--- config.mk ---
export PLATFORM = sky130hd
export DESIGN_NAME = bind_command_dispatcher
export DESIGN_NICKNAME = d
export VERILOG_FILES = /design/src/rtl/hdc_dispatch_pkg.sv /design/src/rtl/bind_cmd_fifo.sv /design/src/rtl/bind_command_dispatcher.sv
export SDC_FILE = /design/constraint.sdc
export NUM_CORES = 1
export LEC_CHECK = 0
export CAP_MARGIN = 5
export CORE_MARGIN = 10
export CORE_UTILIZATION = 45
export DETAILED_ROUTE_END_ITERATION = 12
export GPL_TIMING_DRIVEN = 0
export MAX_ROUTING_LAYER = met4
export PLACE_DENSITY = 0.67
export SLEW_MARGIN = 30
export SYNTH_ARGS = -nofsm -noshare
export SYNTH_HDL_FRONTEND = slang
export SYNTH_HIERARCHICAL = 1
export SYNTH_SLANG_ARGS = --single-unit
export TNS_END_PERCENT = 1
--- constraint.sdc ---
create_clock -name clk -period 3.1 [get_ports clk]
set_clock_uncertainty 0.15 [all_clocks]
set_input_delay 0.775 -clock clk [delete_from_list [all_inputs] [get_ports clk]]
set_output_delay 0.775 -clock clk [all_outputs]
set_load 0.03 [all_outputs]
--- src/rtl/hdc_dispatch_pkg.sv ---
// hdc_dispatch_pkg: types shared by the bind command dispatcher and its command FIFO.
// bind_cmd_t field width is fixed here at BIND_ADDR_WIDTH; the dispatcher resizes
// its HV_ADDRESS_WIDTH ports to this width, so keep the two equal when reconfiguring.
package hdc_dispatch_pkg;

    localparam int BIND_ADDR_WIDTH = 5;

    typedef struct packed {
        logic [BIND_ADDR_WIDTH-1:0] vec_length;
        logic [BIND_ADDR_WIDTH-1:0] hva;
        logic [BIND_ADDR_WIDTH-1:0] hvb;
        logic [BIND_ADDR_WIDTH-1:0] hvc;
    } bind_cmd_t;

    typedef enum logic [1:0] {
        ST_IDLE    = 2'd0,
        ST_ACTIVE  = 2'd1,
        ST_RELEASE = 2'd2
    } dispatch_state_t;

    // Two windows [x, x+span) and [y, y+span) intersect when each starts before the other ends.
    function automatic logic windows_overlap(input int unsigned base_x,
                                             input int unsigned base_y,
                                             input int unsigned span);
        return (base_x < base_y + span) && (base_y < base_x + span);
    endfunction

endpackage

--- src/rtl/bind_cmd_fifo.sv ---
// bind_cmd_fifo: power-of-two deep FIFO of bind commands with wrapping pointers.
// A push while full or a pop while empty is ignored; push and pop may share a cycle.
module bind_cmd_fifo
    import hdc_dispatch_pkg::*;
#(
    parameter int DEPTH = 4
)(
    input  logic      clk,
    input  logic      reset,
    input  logic      push,
    input  bind_cmd_t push_data,
    input  logic      pop,
    output bind_cmd_t pop_data,
    output logic      full,
    output logic      empty
);

    localparam int PTR_W = $clog2(DEPTH);
    localparam logic [PTR_W:0] DEPTH_COUNT = (PTR_W+1)'(DEPTH);

    bind_cmd_t        mem [DEPTH];
    logic [PTR_W-1:0] wr_ptr;
    logic [PTR_W-1:0] rd_ptr;
    logic [PTR_W:0]   count;
    logic             push_ok;
    logic             pop_ok;

    assign full     = (count == DEPTH_COUNT);
    assign empty    = (count == '0);
    assign push_ok  = push && !full;
    assign pop_ok   = pop && !empty;
    assign pop_data = mem[rd_ptr];

    // Pointers wrap naturally at DEPTH; occupancy is unchanged by a simultaneous push and pop.
    always_ff @(posedge clk) begin
        if (reset) begin
            wr_ptr <= '0;
            rd_ptr <= '0;
            count  <= '0;
        end else begin
            if (push_ok) begin
                wr_ptr <= wr_ptr + PTR_W'(1);
            end
            if (pop_ok) begin
                rd_ptr <= rd_ptr + PTR_W'(1);
            end
            case ({push_ok, pop_ok})
                2'b10:   count <= count + (PTR_W+1)'(1);
                2'b01:   count <= count - (PTR_W+1)'(1);
                default: count <= count;
            endcase
        end
    end

    // Storage needs no reset; only the pointers decide which entries are meaningful.
    always_ff @(posedge clk) begin
        if (push_ok) begin
            mem[wr_ptr] <= push_data;
        end
    end

endmodule

--- src/rtl/bind_command_dispatcher.sv ---
// bind_command_dispatcher: queues bind commands and issues them one at a time to the
// bind kernel mapper with a level valid / rising-edge done handshake.
// Optional feature: define BIND_DISPATCH_OVERLAP_CHECK_EN to reject commands whose
// destination window overlaps either source window (err_overlap); otherwise err_overlap is 0.
module bind_command_dispatcher
    import hdc_dispatch_pkg::*;
#(
    parameter int HV_ADDRESS_WIDTH       = 5,
    parameter int MAX_HYPERVECTOR_LENGTH = 4,
    parameter int QUEUE_DEPTH            = 4
)(
    input  logic                        clk,
    input  logic                        reset,
    input  logic                        cmd_valid,
    output logic                        cmd_ready,
    input  logic [HV_ADDRESS_WIDTH-1:0] cmd_vec_length,
    input  logic [HV_ADDRESS_WIDTH-1:0] cmd_hva,
    input  logic [HV_ADDRESS_WIDTH-1:0] cmd_hvb,
    input  logic [HV_ADDRESS_WIDTH-1:0] cmd_hvc,
    output logic                        bk_valid,
    output logic [HV_ADDRESS_WIDTH-1:0] bk_vec_length,
    output logic [HV_ADDRESS_WIDTH-1:0] bk_hva,
    output logic [HV_ADDRESS_WIDTH-1:0] bk_hvb,
    output logic [HV_ADDRESS_WIDTH-1:0] bk_hvc,
    input  logic                        bk_done,
    output logic                        busy,
    output logic [7:0]                  completed_count,
    output logic                        err_len,
    output logic                        err_overlap
);

    localparam logic [HV_ADDRESS_WIDTH-1:0] MAX_LEN = HV_ADDRESS_WIDTH'(MAX_HYPERVECTOR_LENGTH);

    dispatch_state_t state;
    bind_cmd_t       incoming;
    bind_cmd_t       fifo_head;
    bind_cmd_t       bk_cmd;
    logic            fifo_full;
    logic            fifo_empty;
    logic            accept;
    logic            len_bad;
    logic            overlap_bad;
    logic            push;
    logic            pop;
    logic            bk_done_q;

    assign incoming.vec_length = BIND_ADDR_WIDTH'(cmd_vec_length);
    assign incoming.hva        = BIND_ADDR_WIDTH'(cmd_hva);
    assign incoming.hvb        = BIND_ADDR_WIDTH'(cmd_hvb);
    assign incoming.hvc        = BIND_ADDR_WIDTH'(cmd_hvc);

    // No bypass path: a full queue refuses input even in a cycle that pops.
    assign cmd_ready = !reset && !fifo_full;
    assign accept    = cmd_valid && cmd_ready;
    assign len_bad   = (cmd_vec_length == '0) || (cmd_vec_length > MAX_LEN);

`ifdef BIND_DISPATCH_OVERLAP_CHECK_EN
    localparam int unsigned SPAN = MAX_HYPERVECTOR_LENGTH;

    assign overlap_bad = windows_overlap(32'(cmd_hvc), 32'(cmd_hva), SPAN) ||
                         windows_overlap(32'(cmd_hvc), 32'(cmd_hvb), SPAN);

    // Overlap rejections are sticky until reset.
    always_ff @(posedge clk) begin
        if (reset) begin
            err_overlap <= 1'b0;
        end else if (accept && overlap_bad) begin
            err_overlap <= 1'b1;
        end
    end
`else
    assign overlap_bad = 1'b0;
    assign err_overlap = 1'b0;
`endif

    assign push = accept && !len_bad && !overlap_bad;
    assign pop  = (state == ST_IDLE) && !fifo_empty;

    bind_cmd_fifo #(
        .DEPTH (QUEUE_DEPTH)
    ) u_fifo (
        .clk       (clk),
        .reset     (reset),
        .push      (push),
        .push_data (incoming),
        .pop       (pop),
        .pop_data  (fifo_head),
        .full      (fifo_full),
        .empty     (fifo_empty)
    );

    // Length rejections are sticky until reset.
    always_ff @(posedge clk) begin
        if (reset) begin
            err_len <= 1'b0;
        end else if (accept && len_bad) begin
            err_len <= 1'b1;
        end
    end

    // Delayed copy of bk_done so only its rising edge counts as a completion.
    always_ff @(posedge clk) begin
        if (reset) begin
            bk_done_q <= 1'b0;
        end else begin
            bk_done_q <= bk_done;
        end
    end

    // Issue FSM: pop into the bk_* registers, hold until done rises, then wait for done to drop.
    always_ff @(posedge clk) begin
        if (reset) begin
            state           <= ST_IDLE;
            bk_valid        <= 1'b0;
            bk_cmd          <= '0;
            completed_count <= 8'd0;
        end else begin
            case (state)
                ST_IDLE: begin
                    if (!fifo_empty) begin
                        bk_cmd   <= fifo_head;
                        bk_valid <= 1'b1;
                        state    <= ST_ACTIVE;
                    end
                end
                ST_ACTIVE: begin
                    if (bk_done && !bk_done_q) begin
                        bk_valid        <= 1'b0;
                        completed_count <= completed_count + 8'd1;
                        state           <= ST_RELEASE;
                    end
                end
                ST_RELEASE: begin
                    if (!bk_done) begin
                        state <= ST_IDLE;
                    end
                end
                default: begin
                    bk_valid <= 1'b0;
                    state    <= ST_IDLE;
                end
            endcase
        end
    end

    assign bk_vec_length = HV_ADDRESS_WIDTH'(bk_cmd.vec_length);
    assign bk_hva        = HV_ADDRESS_WIDTH'(bk_cmd.hva);
    assign bk_hvb        = HV_ADDRESS_WIDTH'(bk_cmd.hvb);
    assign bk_hvc        = HV_ADDRESS_WIDTH'(bk_cmd.hvc);

    // A command still finishing its handshake (RELEASE) keeps the block busy.
    assign busy = !fifo_empty || (state != ST_IDLE);

endmodule

==> results.yml <==
routing:
  wl_per_cell_um: 17.1
  first_iter_violations: 157
  drt_first_pass_iters: 4
  wirelength_um: 9190
  detail-route-antenna-nets: 0
  vias_per_cell: 5.07
  vias: 2722
  route.detailed.drc: 0
logic_synthesis:
  yosysTopAreaCellShare: 0.515
  synthCells: 315
  synth_cell_types: 35
  syn_area_mm2: 0.00466
  ys_warn_count: 6
  ys_seq_area_frac: 0.696
  synthMuxAreaShare: 0.0988
  synth_compound_area_frac: 0.0392
  synthSimpleGateAreaFrac: 0.0998
  synth_edf_count: 80
  synth.area.top_cells: "edfxtp_1 (52%), dfxtp_1 (18%), mux4_2 (9.7%)"
  synth-main-ff-cell: "edfxtp_1"
  synth_xor_area_frac: 0.0207
  async_reset_ff_frac: 0
  ys_seq_elements: 122
  syn-num-nets: 346
  synth_adder_area_share: 0.0204
  syn_avg_cell_area_um2: 14.8
  yosys.area.top_type: "edfxtp_1"
  synth_top_family_by_area: "simple AND/OR/NAND/NOR gates"
sta:
  maxSlewViolCount: 0
  finalHoldViolations: 0
  tightest_slew_ps: 635
  setup_viol: 0
  fin_ws_ps: 137
  slew_headroom: 0.577
  rsz0062_at_grt: "no"
  finalCriticalPeriod_ps: 2960
  fmax_mhz: 337
  period_share: 0.956
placed_design:
  io_buffers: 54
  gp_congestion: 0.797
  place.detailed.hpwl_um: 5980
  placed_cells: 505
  dp_worst_setup_slack_ps: -534
setup_path:
  critPathBufInv: 4
  r2r_cells: 12
  crit_arrival_ps: 3240
  crit_chain: "clkdlybuf4s50_1 > nor2_2 > xor2_2 > nor4_1 > inv_1 > nor2_4 > inv_1 > ha_1 > inv_1 > fa_1 > xor2_1 > or3_1 > a21oi_1"
  cp_slowest_cell: "clkdlybuf4s50_1"
  crit_path_frequent_cell: "inv_1"
  critPathMaxFanout: 6
  start_kind: "input pin"
  path_depth: 13
  rr_startpoint: "u_fifo/count[0]$_SDFFE_PP0P_"
  max_stage_delay_ps: 510
  regToRegEndpoint: "u_fifo/count[2]$_SDFFE_PP0P_"
  r2r_slack_ps: 250
  cpLargestDelayFamily: "buffers and inverters"
  crit_type: "in -> reg"
  worstSetupStartpoint: "cmd_vec_length[1]"
  cp-endpoint: "u_fifo/count[2]$_SDFFE_PP0P_"
  cp.required_ps: 3370
  cp-end-kind: "register"
min_path:
  hp-class: "reg -> reg"
  worstHoldPathCells: 2
  min_from: "bk_hvc[3]$_SDFFE_PP0P_"
die:
  pin_count: 57
  start_util: 0.456
  dieWidth_um: 122
  die_area_mm2: 0.0148
  die_h_um: 122
  rows: 37
  core_mm2: 0.0102
power_and_ir_drop:
  p_per_area_mw_per_mm2: 611
  power.switching_mw: 0.727
  power_frac_clock: 0.480
  combPwrFrac: 0.037
  switching_share: 0.200
  vdd_ir_drop_max_mv: 0.572
  p_leak_nw: 1.94
  seqPwrFrac: 0.483
  power.internal_mw: 2.90
clock_tree:
  cts_tree: "done"
  clkSinkCount: 122
  numCtsBuffers: 17
  cts.clk_slew.worst_paths_ps: 60
  clockRootBuffer: "clkbuf_8"
  cts_buffer_depth: 2
  cts-htree-levels: 4
  clk_latency_ps: 490
final_layout:
  final_cell_mix: "edfxtp_1 (80), clkdlybuf4s50_1 (54), nand2_1 (49)"
  n_fill_cell: 819
  drive_gt1_frac: 0.172
  area_growth_pct: 27.2
  num_antenna_cells: 0
  final_core_util: 0.580
  mostFrequentLayoutCell: "edfxtp_1"
  fin_cells: 537
  nets: 419
grt:
  grtUsageTotal: 0.135
  first_global_vias: 2906
  use_met2: 0.214
  grt.busiest_layer: "met2"
  grtUsageMet1: 0.156
  overflow: 0
  met3_usage: 0.0416
  antenna_found_initial: 0
  grt_pass1_wl_um: 14700
  grt_start_max_net_pins: 21
outcome:
  status: "finished clean"
run:
  maxCapViolCount: 0
## per-layer routing
layer,vias up,share of wire
li1,1293,-
met1,1345,0.44
met2,78,0.49
met3,6,0.056
met4,0,0.011
met5,-,0
## worst min-delay path by stage
| stage | end | slack (ps) |
|---|---|---|
| 6_report | bk_hvc[3]$_SDFFE_PP0P_ | 300 |
| 4_1_cts | bk_hvb[0]$_SDFFE_PP0P_ | 310 |
| 2_1_floorplan | register | 310 |
| 3_3_place_gp | bk_vec_length[2]$_SDFFE_PP0P_ | 290 |
| 3_5_place_dp | bk_hvc[3]$_SDFFE_PP0P_ | 300 |
| 5_1_grt | bk_hvb[4]$_SDFFE_PP0P_ | 340 |
## per-stage QoR
step	instance area [um2]	total power [mW]	hold slack [ps]	TNS (ps)
after floorplan	4660	1.84	309	0
after global placement	5380	1.91	295	-48050
after detailed placement	5380	1.92	299	-27860
after CTS	5910	3.66	307	0
after global routing	5930	3.75	339	0
final	5930	3.62	303	0
## cell type report
type / count / area [um2] / share of cell area
timing repair buffer: 54 / 541 / 0.0912
sequential: 122 / 3240 / 0.547
buffer: 14 / 73.8 / 0.0124
tap: 136 / 170 / 0.0287
clock inverter: 9 / 75.1 / 0.0127
multi-input combinational: 168 / 1330 / 0.224
clock buffer: 23 / 457 / 0.0770
inverter: 11 / 41.3 / 0.00696
## cell usage after synthesis (all sizes together) (2+ instances only)
cell	n
and2	4
clkbuf	6
buf	8
inv	11
edfxtp	80
nor2b	2
nand2	49
nand2b	3
mux4	20
xnor2	4
a21oi	28
nor4	2
nand4	2
xor2	7
dfxtp	42
nor3	6
or3	4
ha	6
nor2	18
o21ai	3
## worst min-delay path: stages, from the launching register on
cell     delay [ps]
dfxtp_1         300
nand2_1          50
a21oi_1          50
## logic make-up (layout without fill, tap and decap cells)
logic type / after synthesis / after routing
fa+ha+maj: 7 / 7
flops: 122 / 122
compound gates: 34 / 34
other cells: 1 / 1
xor+xnor: 11 / 11
buf+inv: 25 / 111
mux: 21 / 21
simple gates: 94 / 94
## power by group through the flow
| stage | Sequential [mW] | Clock [mW] | Combinational (mW) |
|---|---|---|---|
| after floorplan | 1.80 | 0 | 0.0438 |
| after global placement | 1.79 | 0 | 0.129 |
| after detailed placement | 1.79 | 0 | 0.132 |
| final | 1.75 | 1.74 | 0.133 |
| after CTS | 1.75 | 1.77 | 0.133 |
| after global routing | 1.75 | 1.85 | 0.145 |
## state kept, by name, indices dropped and copies added, names as in the netlist, named ones only
signal	flops
bk_done_q	1
u_fifo/wr_ptr	2
bk_valid	1
bk_hvc	5
bk_hvb	5
bk_vec_length	5
completed_count	8
u_fifo/mem	80
err_len	1
state	2
bk_hva	5
u_fifo/rd_ptr	2
u_fifo/count	3
## timing repair
item | 4_1_cts | 5_1_grt
hold buffers | 0 | 0
endpoints found under the setup margin | 0 | 2
gates resized for setup | 0 | 4
setup buffers | 0 | 0
No activity file was read; power rests on OpenSTA's default activity.
